`src/rtl/frame_scheduler_pkg.sv`:
```
// rtl/frame_scheduler_pkg.sv - shared types, widths and helpers for the frame scheduler
// Purpose: state enum, framebuffer/colour/coordinate widths, default clear
//          colour and the constant-multiply helper used for address generation.
// Ports:   none (package).
package frame_scheduler_pkg;

  localparam int FB_ADDR_W = 20;
  localparam int COLOR_W   = 16;
  localparam int COORD_W   = 10;
  localparam int LIN_W     = FB_ADDR_W - 1;

  localparam logic [COLOR_W-1:0] DEFAULT_CLEAR_COLOR = 16'h0000;

  typedef enum logic [2:0] {
    ST_IDLE,
    ST_CLR_REQ,
    ST_CLR,
    ST_CLR_REL,
    ST_DRW_REQ,
    ST_DRW,
    ST_DRW_REL,
    ST_WAIT_VS
  } sched_state_e;

  // y * k built only from shifted copies of y, one per set bit of the
  // elaboration-time constant k (640 -> y<<9 + y<<7). Result wraps to LIN_W.
  function automatic logic [LIN_W-1:0] mul_shift_add(input logic [COORD_W-1:0] y,
                                                     input logic [31:0] k);
    logic [LIN_W-1:0] acc;
    acc = '0;
    for (int i = 0; i < 32; i++) begin
      if (k[i]) acc = acc + (LIN_W'(y) << i);
    end
    return acc;
  endfunction

endpackage

```
`src/rtl/frame_scheduler_if.sv`:
```
// rtl/frame_scheduler_if.sv - engine handshakes and framebuffer write port bundle
// Purpose: groups the clear-engine, draw-engine and framebuffer write signals.
// Ports:   master = scheduler (drives starts and fb write), slave = engines/fb side.
interface frame_scheduler_if;
  import frame_scheduler_pkg::*;

  logic                 clear_start;
  logic                 clear_done;
  logic [COORD_W-1:0]   clear_x;
  logic [COORD_W-1:0]   clear_y;

  logic                 draw_start;
  logic                 draw_done;
  logic [COORD_W-1:0]   draw_x;
  logic [COORD_W-1:0]   draw_y;
  logic [COLOR_W-1:0]   draw_color;
  logic                 draw_we;

  logic [FB_ADDR_W-1:0] fb_addr;
  logic [COLOR_W-1:0]   fb_data;
  logic                 fb_we;

  modport master (
    output clear_start, draw_start, fb_addr, fb_data, fb_we,
    input  clear_done, clear_x, clear_y,
    input  draw_done, draw_x, draw_y, draw_color, draw_we
  );

  modport slave (
    input  clear_start, draw_start, fb_addr, fb_data, fb_we,
    output clear_done, clear_x, clear_y,
    output draw_done, draw_x, draw_y, draw_color, draw_we
  );

endinterface

```
`src/rtl/fb_addr_gen.sv`:
```
// rtl/fb_addr_gen.sv - pixel coordinate to framebuffer address with range check
// Purpose: addr_o = {buf_i, y*H_TOTAL + x} truncated to LIN_W bits; in_range_o
//          is high only when (x,y) lies inside H_TOTAL x V_TOTAL.
// Ports:   x_i, y_i (coordinates), buf_i (buffer select), addr_o, in_range_o.
module fb_addr_gen
  import frame_scheduler_pkg::*;
#(
  parameter int H_TOTAL = 640,
  parameter int V_TOTAL = 480
) (
  input  logic [COORD_W-1:0]   x_i,
  input  logic [COORD_W-1:0]   y_i,
  input  logic                 buf_i,
  output logic [FB_ADDR_W-1:0] addr_o,
  output logic                 in_range_o
);

  logic [LIN_W-1:0] lin;

  always_comb begin
    lin        = mul_shift_add(y_i, 32'(H_TOTAL)) + LIN_W'(x_i);
    in_range_o = ({22'd0, x_i} < 32'(H_TOTAL)) && ({22'd0, y_i} < 32'(V_TOTAL));
    addr_o     = {buf_i, lin};
  end

endmodule

```
`src/rtl/frame_scheduler.sv`:
```
// rtl/frame_scheduler.sv - double-buffered clear/draw/swap sequencer
// Purpose: per frame, runs the clear engine then the draw engine into the back
//          buffer, then waits for a VS falling edge to swap buffers. A VS edge
//          arriving before the work is done sets the sticky frame_drop flag.
// Ports:   clk, rst (async active-high), vs_i (active-low vsync),
//          bus (engine handshakes + fb write port, master side),
//          front_buf_o, frame_count_o, frame_drop_o.
module frame_scheduler
  import frame_scheduler_pkg::*;
#(
  parameter logic [COLOR_W-1:0] CLEAR_COLOR = DEFAULT_CLEAR_COLOR,
  parameter int                 H_TOTAL     = 640,
  parameter int                 V_TOTAL     = 480
) (
  input  logic                  clk,
  input  logic                  rst,
  input  logic                  vs_i,
  frame_scheduler_if.master     bus,
  output logic                  front_buf_o,
  output logic [7:0]            frame_count_o,
  output logic                  frame_drop_o
);

  sched_state_e state_q, state_d;
  logic         front_q, front_d;
  logic [7:0]   count_q, count_d;
  logic         drop_q, drop_d;
  logic         vs_q1, vs_q2;
  logic         boundary;

  logic               sel_draw;
  logic               wr_req;
  logic               addr_active;
  logic [COLOR_W-1:0] data_c;
  logic [COORD_W-1:0] src_x, src_y;
  logic [FB_ADDR_W-1:0] gen_addr;
  logic               gen_in_range;

  // vs_q2 is the older sample: high then low means VS has just fallen.
  assign boundary = vs_q2 & ~vs_q1;

  always_ff @(posedge clk or posedge rst) begin
    if (rst) begin
      state_q <= ST_IDLE;
      front_q <= 1'b0;
      count_q <= 8'd0;
      drop_q  <= 1'b0;
      vs_q1   <= 1'b1;
      vs_q2   <= 1'b1;
    end else begin
      state_q <= state_d;
      front_q <= front_d;
      count_q <= count_d;
      drop_q  <= drop_d;
      vs_q1   <= vs_i;
      vs_q2   <= vs_q1;
    end
  end

  always_comb begin
    state_d         = state_q;
    front_d         = front_q;
    count_d         = count_q;
    drop_d          = drop_q | (boundary & (state_q != ST_WAIT_VS));
    bus.clear_start = 1'b0;
    bus.draw_start  = 1'b0;
    sel_draw        = 1'b0;
    wr_req          = 1'b0;
    addr_active     = 1'b0;
    data_c          = '0;

    case (state_q)
      ST_IDLE: state_d = ST_CLR_REQ;
      ST_CLR_REQ: begin
        bus.clear_start = 1'b1;
        state_d         = ST_CLR;
      end
      ST_CLR: begin
        bus.clear_start = 1'b1;
        addr_active     = 1'b1;
        data_c          = CLEAR_COLOR;
        wr_req          = ~bus.clear_done;
        if (bus.clear_done) state_d = ST_CLR_REL;
      end
      ST_CLR_REL: begin
        if (!bus.clear_done) state_d = ST_DRW_REQ;
      end
      ST_DRW_REQ: begin
        bus.draw_start = 1'b1;
        state_d        = ST_DRW;
      end
      ST_DRW: begin
        bus.draw_start = 1'b1;
        sel_draw       = 1'b1;
        addr_active    = 1'b1;
        data_c         = bus.draw_color;
        wr_req         = bus.draw_we & ~bus.draw_done;
        if (bus.draw_done) state_d = ST_DRW_REL;
      end
      ST_DRW_REL: begin
        if (!bus.draw_done) state_d = ST_WAIT_VS;
      end
      ST_WAIT_VS: begin
        if (boundary) begin
          front_d = ~front_q;
          count_d = count_q + 8'd1;
          state_d = ST_CLR_REQ;
        end
      end
      default: state_d = ST_IDLE;
    endcase
  end

  assign src_x = sel_draw ? bus.draw_x : bus.clear_x;
  assign src_y = sel_draw ? bus.draw_y : bus.clear_y;

  fb_addr_gen #(
    .H_TOTAL (H_TOTAL),
    .V_TOTAL (V_TOTAL)
  ) u_addr_gen (
    .x_i        (src_x),
    .y_i        (src_y),
    .buf_i      (~front_q),
    .addr_o     (gen_addr),
    .in_range_o (gen_in_range)
  );

  // Off-screen coordinates are silently dropped rather than wrapped.
  assign bus.fb_we   = wr_req & gen_in_range;
  assign bus.fb_addr = addr_active ? gen_addr : '0;
  assign bus.fb_data = data_c;

  assign front_buf_o   = front_q;
  assign frame_count_o = count_q;
  assign frame_drop_o  = drop_q;

endmodule

```
`src/flat_wrapper.sv`:
```
// flat-port wrapper written by rule: the top's interface ports become plain ports
module frame_scheduler_flat import frame_scheduler_pkg::*;
#(
  parameter logic [COLOR_W-1:0] CLEAR_COLOR = DEFAULT_CLEAR_COLOR,
  parameter int                 H_TOTAL     = 640,
  parameter int                 V_TOTAL     = 480
)
  (clk, rst, vs_i, front_buf_o, frame_count_o, frame_drop_o, bus_clear_start, bus_draw_start, bus_fb_addr, bus_fb_data, bus_fb_we, bus_clear_done, bus_clear_x, bus_clear_y, bus_draw_done, bus_draw_x, bus_draw_y, bus_draw_color, bus_draw_we);
  frame_scheduler_if bus_i ();
  input  logic clk;
  input  logic rst;
  input  logic vs_i;
  output logic front_buf_o;
  output logic [7:0] frame_count_o;
  output logic frame_drop_o;
  output wire logic [$bits(bus_i.clear_start)-1:0] bus_clear_start;
  output wire logic [$bits(bus_i.draw_start)-1:0] bus_draw_start;
  output wire logic [$bits(bus_i.fb_addr)-1:0] bus_fb_addr;
  output wire logic [$bits(bus_i.fb_data)-1:0] bus_fb_data;
  output wire logic [$bits(bus_i.fb_we)-1:0] bus_fb_we;
  input wire logic [$bits(bus_i.clear_done)-1:0] bus_clear_done;
  input wire logic [$bits(bus_i.clear_x)-1:0] bus_clear_x;
  input wire logic [$bits(bus_i.clear_y)-1:0] bus_clear_y;
  input wire logic [$bits(bus_i.draw_done)-1:0] bus_draw_done;
  input wire logic [$bits(bus_i.draw_x)-1:0] bus_draw_x;
  input wire logic [$bits(bus_i.draw_y)-1:0] bus_draw_y;
  input wire logic [$bits(bus_i.draw_color)-1:0] bus_draw_color;
  input wire logic [$bits(bus_i.draw_we)-1:0] bus_draw_we;
  assign bus_clear_start = bus_i.clear_start;
  assign bus_draw_start = bus_i.draw_start;
  assign bus_fb_addr = bus_i.fb_addr;
  assign bus_fb_data = bus_i.fb_data;
  assign bus_fb_we = bus_i.fb_we;
  assign bus_i.clear_done = bus_clear_done;
  assign bus_i.clear_x = bus_clear_x;
  assign bus_i.clear_y = bus_clear_y;
  assign bus_i.draw_done = bus_draw_done;
  assign bus_i.draw_x = bus_draw_x;
  assign bus_i.draw_y = bus_draw_y;
  assign bus_i.draw_color = bus_draw_color;
  assign bus_i.draw_we = bus_draw_we;
  frame_scheduler #(.CLEAR_COLOR(CLEAR_COLOR), .H_TOTAL(H_TOTAL), .V_TOTAL(V_TOTAL)) u_core (.clk(clk), .rst(rst), .vs_i(vs_i), .bus(bus_i), .front_buf_o(front_buf_o), .frame_count_o(frame_count_o), .frame_drop_o(frame_drop_o));
endmodule
```
`config.mk`:
```
export PLATFORM = sky130hd
export DESIGN_NAME = frame_scheduler_flat
export DESIGN_NICKNAME = d
export VERILOG_FILES = /design/src/rtl/frame_scheduler_pkg.sv /design/src/rtl/frame_scheduler_if.sv /design/src/rtl/fb_addr_gen.sv /design/src/rtl/frame_scheduler.sv /design/src/flat_wrapper.sv
export SDC_FILE = /design/constraint.sdc
export NUM_CORES = 1
export LEC_CHECK = 0
export BUFFER_PORTS_ARGS = -buffer_cell sky130_fd_sc_hd__clkbuf_2
export CORE_UTILIZATION = 43
export DETAILED_ROUTE_END_ITERATION = 10
export PLACE_DENSITY = 0.89
export SLEW_MARGIN = 25
export SYNTH_ARGS = -nofsm -noshare
export SYNTH_HDL_FRONTEND = slang
export SYNTH_SLANG_ARGS = --single-unit
export TNS_END_PERCENT = 1
```
`constraint.sdc`:
```
create_clock -name clk -period 4.61 [get_ports clk]
set_input_delay 0.922 -clock clk [delete_from_list [all_inputs] [get_ports clk]]
set_output_delay 0.922 -clock clk [all_outputs]
set_load 0.1 [all_outputs]
```
======== After elaboration in Yosys (flattened, before gate mapping) ========
Cells that the tools add are included.
word-level totals
  register bits after elaboration ......... 15
  output and inout bits ................... 49
operators by class
  add/subtract/negate cells ............... 3
  $lt $le $gt $ge ......................... 2
  equality and inequality tests ........... 13
  mux-type cells .......................... 15
  bitwise logic cells ..................... 9
  reduce and logical (&&, ||, !) cells .... 7
operators with widths
  cell                                                                   number
  3-bit one-hot mux with 8 select lines                                  1
  10-bit two-way mux                                                     2
  20-bit two-way mux                                                     1
  17-bit by 19-bit adder with 19-bit output                              1
  19-bit by 10-bit adder with 19-bit output                              1
  16-bit two-way mux                                                     1
  3-bit two-way mux                                                      5
  3-bit == test, second input constant                                   4
  10-bit < comparator, second input constant                             1
  10-bit by 9-bit < comparator with 1-bit output, second input constant  1
  8-bit by 1-bit adder with 8-bit output, second input constant          1
  2-bit != test, second input constant                                   4
  3-bit by 2-bit == test with 1-bit output, second input constant        2
  2-bit OR reduction                                                     3
  5-bit AND reduction                                                    1
  1-bit AND                                                              4
  1-bit two-way mux                                                      4
  1-bit NOT                                                              4
  3-bit by 1-bit == test with 1-bit output, second input constant        1
  3-bit zero test                                                        1
  3-bit != test, second input constant                                   1
  2-bit by 1-bit != test with 1-bit output, second input constant        1
  1-bit one-hot mux with 2 select lines                                  1
  2-bit AND reduction                                                    1
  other kinds (2)                                                        2

======== Longest topological paths before layout ========
Gate-level depths: netlist (run 1).
  depth after elaboration ................. 6
  gate-level depth with buffers ........... 14

======== Hierarchy ========
A second synthesis (run 1) with hierarchy kept.
unflattened totals
  cell total of the unflattened synthesis .. 210
  area, all modules ....................... 1959.4 um^2
modules (own cells, without submodules)
  module           instances  cells an instance  area each (um^2)  sequential area each (um^2)
  frame_scheduler  1          127                1296.2            377.9
  fb_addr_gen      1          83                 663.1             0.0

======== Worst setup path after synthesis (run 1) ========
No wires, ideal clock.
  path kind ............................... reg-to-output
  start point ............................. register u_core.state_q[0]
  end point ............................... output bus_fb_addr[16]
  data arrival time ....................... 4.925 ns
  path slack .............................. -1.237 ns
  stages on the path, launching flop included .. 14
  cell sequence ........................... dfrtp_1 -> clkbuf_8 -> and3b_2 -> clkbuf_1 -> buf_2 -> mux2_2 -> inv_1 -> fa_1 -> fa_1 -> nor2b_1 -> o31ai_1 -> a21oi_1 -> nor3_1 -> nor3_1
between the ends
  word-level cells in the longest chain between the ends .. 6
  elaborated cells between the ends (all ways) .. 10
  classes of those cells .................. 2 x add/sub; 2 x eq/ne; 5 x mux; 1 x reduce/logical
ends and longest elaborated chain
  element                                    RTL line                   source
  from (decl)                                frame_scheduler.sv:24      sched_state_e state_q, state_d;
  from (signal assigned)                     frame_scheduler.sv:51      state_q <= state_d;
  3-bit == test                              frame_scheduler.sv:72      case (state_q)
  1-bit two-way mux                          frame_scheduler.sv:72
  10-bit two-way mux                         frame_scheduler.sv:115     assign src_y = sel_draw ? bus.draw_y : bus.clear_y;
  17-bit by 19-bit adder with 19-bit output  frame_scheduler_pkg.sv:32  if (k[i]) acc = acc + (LIN_W'(y) << i);
  19-bit by 10-bit adder with 19-bit output  fb_addr_gen.sv:21          lin = mul_shift_add(y_i, 32'(H_TOTAL)) + LIN_W'(x_i);
  20-bit two-way mux (*)                     frame_scheduler.sv:130     assign bus.fb_addr = addr_active ? gen_addr : '0;
  to (decl)                                  flat_wrapper.sv:18         output wire logic [$bits(bus_i.fb_addr)-1:0] bus_fb_addr;
Mark *: on every way between the ends. The rest lies on a longest branch, timed or not.

======== Worst setup path in the final report (run 1) ========
  start point ............................. register u_core.state_q[1]
  end point ............................... output bus_fb_addr[18]
The elaborated chain is that of the path after synthesis.

==> impl_metrics.csv, run 1 <==
group,metric,value,unit
route,drt-initial-drc-count,52,
timing,final_hold_viol_count,0,
floorplan,die_h,65.9,um
floorplan,start_util,46.2,%
logic_synthesis,synth_seq_area_share,21.5,%
logic_synthesis,yosysTopAreaCell,"dfrtp_1",
logic_synthesis,ys_ff_latch,15,
logic_synthesis,syn_inst,198,
critical_path,crit_cells,10,
layout,num_antenna_cells,0,
critical_path,start_kind,"flip-flop",
route,vias_per_cell,5.18,
critical_path,end_kind,"output pin",
layout,final_layout_size_suffix_gt1_share,49.4,%
logic_synthesis,synth_top_cell_area_share,18.5,%
clock_tree,clkTransAtPathRegs,0.07,ns
floorplan,coreArea,3800,um^2
critical_path,crit_type,"flip-flop to output pin",
critical_path,path_common_cell,"a21o_1",
logic_synthesis,syn_area,1750,um^2
layout,multi_input_area,1340,um^2
logic_synthesis,async_flop_share,100,%
global_route,grt_pass1_vias,1744,
critical_path,path_delay_family,"compound AO/OA/AOI/OAI gates",
route,dr_total_vias,1844,
critical_path,max_stage_delay,0.41,ns
logic_synthesis,avgSynthCellArea,8.86,um^2
logic_synthesis,synth_edf_count,0,
global_route,overflow,0,
critical_path,cp_cell_sequence,"and3b_4 > buf_6 > mux2_2 > ha_1 > ha_1 > a21o_1 > a21o_1 > a21o_1 > o31ai_2 > buf_12",
clock_tree,tritoncts,"built",
job,cap_violations,0,
global_route,grt_first_pass_wirelength,7600,um
route,route.detailed.drc,0,
timing,rsz0062_at_grt,"yes",
layout,num-fill-cells,290,
timing,tightest_slew,0.865,ns
critical_path,cp_max_fo,19,
placement,io_buffers,110,
route,first_pass_iters,5,
route,drt-total-wl,5020,um
floorplan,fp.dieW,65.9,um
logic_synthesis,ys.flop_type,"dfrtp_1",
clock_tree,clock_sinks,15,
timing,period_share,96.9,%
floorplan,num_rows,22,
logic_synthesis,yosysMostFrequentCell,"ha_1",
route,ant_nets,0,
critical_path,path_buf_inv,2,
placement,gp_congestion,0.926,
critical_path,r2r_cells,6,
clock_tree,cts_root_buf,"clkbuf_8",
clock_tree,h-tree-depth,1,
placement,place_area,2470,um^2
logic_synthesis,yosysUniqueCellTypes,40,
timing,slew_viol_final,0,
floorplan,design.die.area,4340,um^2
run_status,outcome,"finished clean",
timing,setup_viol_count_final,0,
critical_path,cp.arrival,3.54,ns
timing,fin_setup_tns,0,ns
timing,relSlewSlack,42.1,%
logic_synthesis,syn_nets,282,
logic_synthesis,synthTopCellsByCount,"ha_1, and2_1, nor2_1, mux2_2, dfrtp_1",
timing,max_freq,224,MHz
global_route,grt_max_degree,24,
clock_tree,clock_latency,0.25,ns
critical_path,cp_slowest_cell,"and3b_4",
worst_hold_path,hold_path_depth,0,
layout,ff_latch_area,378,um^2
global_route,track_usage,22.9,%
global_route,antenna_found_initial,0,
clock_tree,cts_max_path_buffers,2,
layout,post-route-cell-area,2570,um^2
worst_hold_path,min_path_type,"flip-flop to flip-flop",
layout,syn_to_final_growth,46.4,%
clock_tree,cts_buffers,3,
route,wire_per_inst,14.1,um
layout,nets,393,
placement,hpwl,4190,um
timing,fin_skew,0.00148,ns
logic_synthesis,ys_top_cells_by_area,"dfrtp_1, ha_1, mux2_2, and2_1, nor2_1",
floorplan,ios,111,
critical_path,critPathRequiredTime,3.69,ns
logic_synthesis,yosysWarnings,0,
timing,period_minus_slack,4.47,ns
[layout by cell type (no fill, tap or decap), drive strengths merged, types with 2 or more instances in the layout]
cell and instances:
and3b 2, a22o 7, ha 20, inv 9, nor3b 2, o21a 2
nor2 19, mux2 14, nand3 3, and2 19, a21oi 8, nand2 12
nand4 6, buf 13, a211oi 3, nor2b 4, a21o 6, xor2 7
clkbuf 104, dfrtp 13, nor3 6, a31oi 4, fa 2, xnor2 5
o21ai 6, o31ai 2, dfstp 2
[worst paths after layout]
kind	start	end	slack (ns)
hold reg to reg	u_core.vs_q1	u_core.vs_q2	0.40
max in group asynchronous	rst	u_core.vs_q2	3.54
hold / removal	u_core.vs_q1	u_core.vs_q2	0.40
setup reg to reg	u_core.state_q[0]	u_core.frame_count_o[7]	2.86
min in group asynchronous	rst	u_core.frame_count_o[7]	0.69
setup / recovery	u_core.state_q[1]	bus_fb_addr[18]	0.14
[layer usage]
| metal | vias up | GRT usage [%] | part of all wire (%) |
|---|---|---|---|
| met3 | 12 | 4.14 | 4.7 |
| met4 | 0 | 10.3 | 2.2 |
| met2 | 60 | 39.8 | 52 |
| met1 | 845 | 27.0 | 41 |
| li1 | 927 | - | - |
| met5 | - | 0 | 0 |
[stage by stage]
stage	hold WS [ns]	cells	setup WS, ns	utilization, %
after global placement	0.383	351	0.302	65.1
after CTS	0.400	355	0.0385	66.6
after floorplan	0.379	198	-0.607	-
after detailed placement	0.386	351	0.242	65.1
final	0.397	356	0.145	67.6
after global routing	0.414	356	-0.00508	67.6
[cell type report]
cell class | count | share of cell area [%]
Clock buffer | 3 | 1.61
Clock inverter | 1 | 0.292
Inverter | 9 | 1.32
Multi-Input combinational cell | 166 | 52.2
Sequential cell | 15 | 14.7
Tap cell | 48 | 2.34
Timing Repair Buffer | 114 | 27.5
[cells by family after synthesis]
group / after synthesis / synth area share (%)
adder cells (fa/ha/maj): 22 / 16.5
AND/OR/NAND/NOR: 75 / 25.0
AO/OA/AOI/OAI: 41 / 15.8
multiplexers: 15 / 9.56
XOR/XNOR: 12 / 5.99
flip-flops: 15 / 21.5
buffers and inverters: 18 / 5.56
[worst register-to-register path, delay by kind of cell, from the launching register on]
kind,cells,cell delay (ns)
buf+inv,1,0.19
xor+xnor,1,0.17
simple gates,4,0.93
flops,1,0.38
[state kept, by name, indices dropped and copies added, names as in the netlist]
signal and flops:
u_core.vs_q2 1, u_core.front_buf_o 1, u_core.frame_drop_o 1, u_core.frame_count_o 8, u_core.vs_q1 1, u_core.state_q 3
[repair_timing]
action / in CTS / in global routing
resized for setup: 2 / 9
buffers inserted: 0 / 0
setup endpoints to repair: 2 / 6
pin swaps: 0 / 1
gates cloned: 0 / 1
hold buffers: 0 / 0
Power of run 1 is not shown: default switching activity piles up to over one toggle a cycle in this logic, so the estimate is an artifact.
==> inputs of run 2 (changes only) <==
- CORE_UTILIZATION: 43 -> 45
- SYNTH_HIERARCHICAL: default -> 1
==> run 2 against run 1 <==
Effect of this change:
- worst hold slack worse by 0.017 ns
- synthesized area is 12% higher
- utilization is 0.72 points higher
- setup slack better by 0.0019 ns
- sequential cell count stayed put
- final cell count is 4.5% higher
- register-to-register slack better by 0.40 ns
- clock skew hardly changed
- via count is 5.6% higher
- die area is 6.5% higher
- critical path type unchanged
==> impl_metrics.csv, run 2 <==
group,metric,value,unit
run_status,outcome,"finished clean",
route,first_pass_iters,4,
global_route,grt_first_pass_wirelength,7670,um
critical_path,cp_cell_sequence,"and3b_4 > buf_4 > mux2_4 > inv_1 > fa_1 > inv_2 > ha_1 > a21o_1 > a221oi_4 > buf_4 > a21oi_1 > xor2_1 > nor2b_1 > buf_12",
placement,place_area,2640,um^2
floorplan,ios,111,
logic_synthesis,synth_edf_count,0,
logic_synthesis,yosysMostFrequentCell,"nor2b_1",
layout,num_antenna_cells,0,
critical_path,crit_type,"flip-flop to output pin",
critical_path,critPathRequiredTime,3.69,ns
layout,post-route-cell-area,2790,um^2
route,wire_per_inst,14.0,um
global_route,met1_usage,23.1,%
timing,slew_viol_final,0,
logic_synthesis,syn_inst,210,
timing,tightest_slew,1.09,ns
timing,fin_skew,0.00131,ns
global_route,met2_usage,42.8,%
layout,nets,407,
timing,period_share,96.8,%
global_route,grt_pass1_vias,1824,
critical_path,path_common_cell,"buf_4",
worst_hold_path,hold_path_depth,0,
global_route,overflow,0,
critical_path,cp_slowest_cell,"fa_1",
placement,gp_congestion,0.895,
timing,max_freq,224,MHz
worst_hold_path,hold_end,"u_core/vs_q2",
critical_path,r2r_slack,3.26,ns
timing,setup_viol_count_final,0,
layout,final_common_cell,"clkbuf_2",
global_route,grt_max_degree,21,
logic_synthesis,synth_seq_area_share,19.3,%
logic_synthesis,ys_ff_latch,15,
layout,utilization,68.3,%
route,route.detailed.drc,0,
clock_tree,cts_root_buf,"clkbuf_8",
timing,period_minus_slack,4.46,ns
layout,layout.cells.non_filler,372,
route,ant_nets,0,
job,cap_violations,0,
clock_tree,hold_buffers,0,
global_route,grt-busiest-layer,"met2",
clock_tree,tritoncts,"built",
floorplan,start_util,47.9,%
clock_tree,cts_max_path_buffers,2,
worst_hold_path,min_path_type,"flip-flop to flip-flop",
floorplan,num_rows,23,
clock_tree,cts_buffers,3,
critical_path,reg2reg_to,"u_core/frame_count_o[1]",
logic_synthesis,yosysTopAreaCell,"dfrtp_1",
route,drt-initial-drc-count,92,
floorplan,fp.dieW,68.0,um
critical_path,path_delay_family,"buffers and inverters",
placement,io_buffers,110,
global_route,antenna_found_initial,0,
logic_synthesis,avgSynthCellArea,9.33,um^2
logic_synthesis,synthTopCellsByCount,"nor2b_1, ha_1, and2_1, mux2_4",
timing,final_hold_viol_count,0,
logic_synthesis,syn_area,1960,um^2
critical_path,start_kind,"flip-flop",
critical_path,cp_max_fo,8,
floorplan,coreArea,4090,um^2
clock_tree,clock_sinks,15,
layout,final_layout_size_suffix_gt1_share,52.8,%
critical_path,path_buf_inv,5,
clock_tree,h-tree-depth,1,
logic_synthesis,syn_nets,294,
layout,syn_to_final_growth,42.5,%
critical_path,cp.arrival,3.54,ns
clock_tree,clock_latency,0.24,ns
logic_synthesis,async_flop_share,100,%
logic_synthesis,synth_top_cell_area_share,16.6,%
route,dr_total_vias,1948,
logic_synthesis,ys_top_cells_by_area,"dfrtp_1, ha_1, mux2_4, nor2b_1, xnor2_1",
logic_synthesis,yosysWarnings,6,
global_route,grt_util_met3,1.33,%
placement,hpwl,3930,um
critical_path,r2r_cells,3,
placement,dp_cells,359,
worst_hold_path,hp-start,"u_core/vs_q1",
route,drt-total-wl,5190,um
logic_synthesis,yosysUniqueCellTypes,44,
timing,relSlewSlack,27.4,%
layout,largest_reg_flops,8,
floorplan,design.die.area,4620,um^2
critical_path,max_stage_delay,0.42,ns
critical_path,end_kind,"output pin",
floorplan,die_h,68.0,um
route,vias_per_cell,5.24,
global_route,track_usage,22.0,%
layout,layout_common_cells,"clkbuf_2, nor2b_1, ha_1, and2_1, mux2_4",
critical_path,r2r_start,"u_core/vs_q2",
logic_synthesis,ys.flop_type,"dfrtp_1",
clock_tree,clkTransAtPathRegs,0.06,ns
==> run 2: changes by cell type in the layout (fill, tap and decap cells not counted), moves of 4 or more <==
cell,delta
a21o_1,-5
a22o_1,-7
a31oi_1,-4
buf_4,+10
mux2_2,-8
mux2_4,+15
nand2_1,-6
nor2_1,-5
nor2b_1,+18
xnor2_1,+8
==> run 2: how the worst max path moves through the flow <==
stage | startpoint | endpoint | cells past startpoint
floorplan | u_core/state_q[0] | bus_fb_addr[15] | 14
global placement | bus_clear_y[0] | bus_fb_addr[17] | 13
detailed placement | u_core/state_q[1] | bus_fb_addr[17] | 12
CTS | u_core/state_q[1] | bus_fb_addr[17] | 12
global route | u_core/state_q[1] | bus_fb_addr[15] | 14
finish | u_core/state_q[1] | bus_fb_addr[15] | 14
==> run 2: what timing repair did <==
action,CTS,global route
resized for setup,2,9
setup endpoints to repair,2,6
pin swaps,1,2
cloned,0,0
setup buffers,5,4
==> run 2: final cells by class <==
type	count	area, um^2
Clock buffer	3	41.3
Clock inverter	1	5.00
Fill cell	313	1290
Inverter	8	30.0
Multi-Input combinational cell	170	1460
Sequential cell	15	378
Tap cell	50	62.6
Timing Repair Buffer	125	817
==> run 2: through the flow <==
step                hold slack [ns]  setup WS, ns  setup TNS [ns]
floorplan                     0.360        -0.409           -1.67
global placement              0.367         0.249               0
detailed placement            0.370         0.156               0
CTS                           0.379       0.00893               0
global route                  0.390      -0.00578        -0.00578
finish                        0.380         0.147               0
==> run 2: per-layer routing <==
| layer | vias to the layer above | share of wire, % |
|---|---|---|
| met5 | - | 0 |
| met4 | 0 | 2.9 |
| met3 | 16 | 5.2 |
| met2 | 96 | 54 |
| met1 | 895 | 38 |
| li1 | 941 | - |
==> run 2: kinds of logic (layout without fill, tap and decap cells) <==
logic type | Yosys count | after routing | share of synthesized area, %
adder cells (fa/ha/maj) | 22 | 22 | 14.8
XOR/XNOR | 17 | 17 | 7.60
flip-flops | 15 | 15 | 19.3
multiplexers | 21 | 21 | 14.9
AND/OR/NAND/NOR | 87 | 87 | 25.7
buffers and inverters | 25 | 137 | 8.94
AO/OA/AOI/OAI | 23 | 23 | 8.68
Power of run 2 is left out for the same reason.
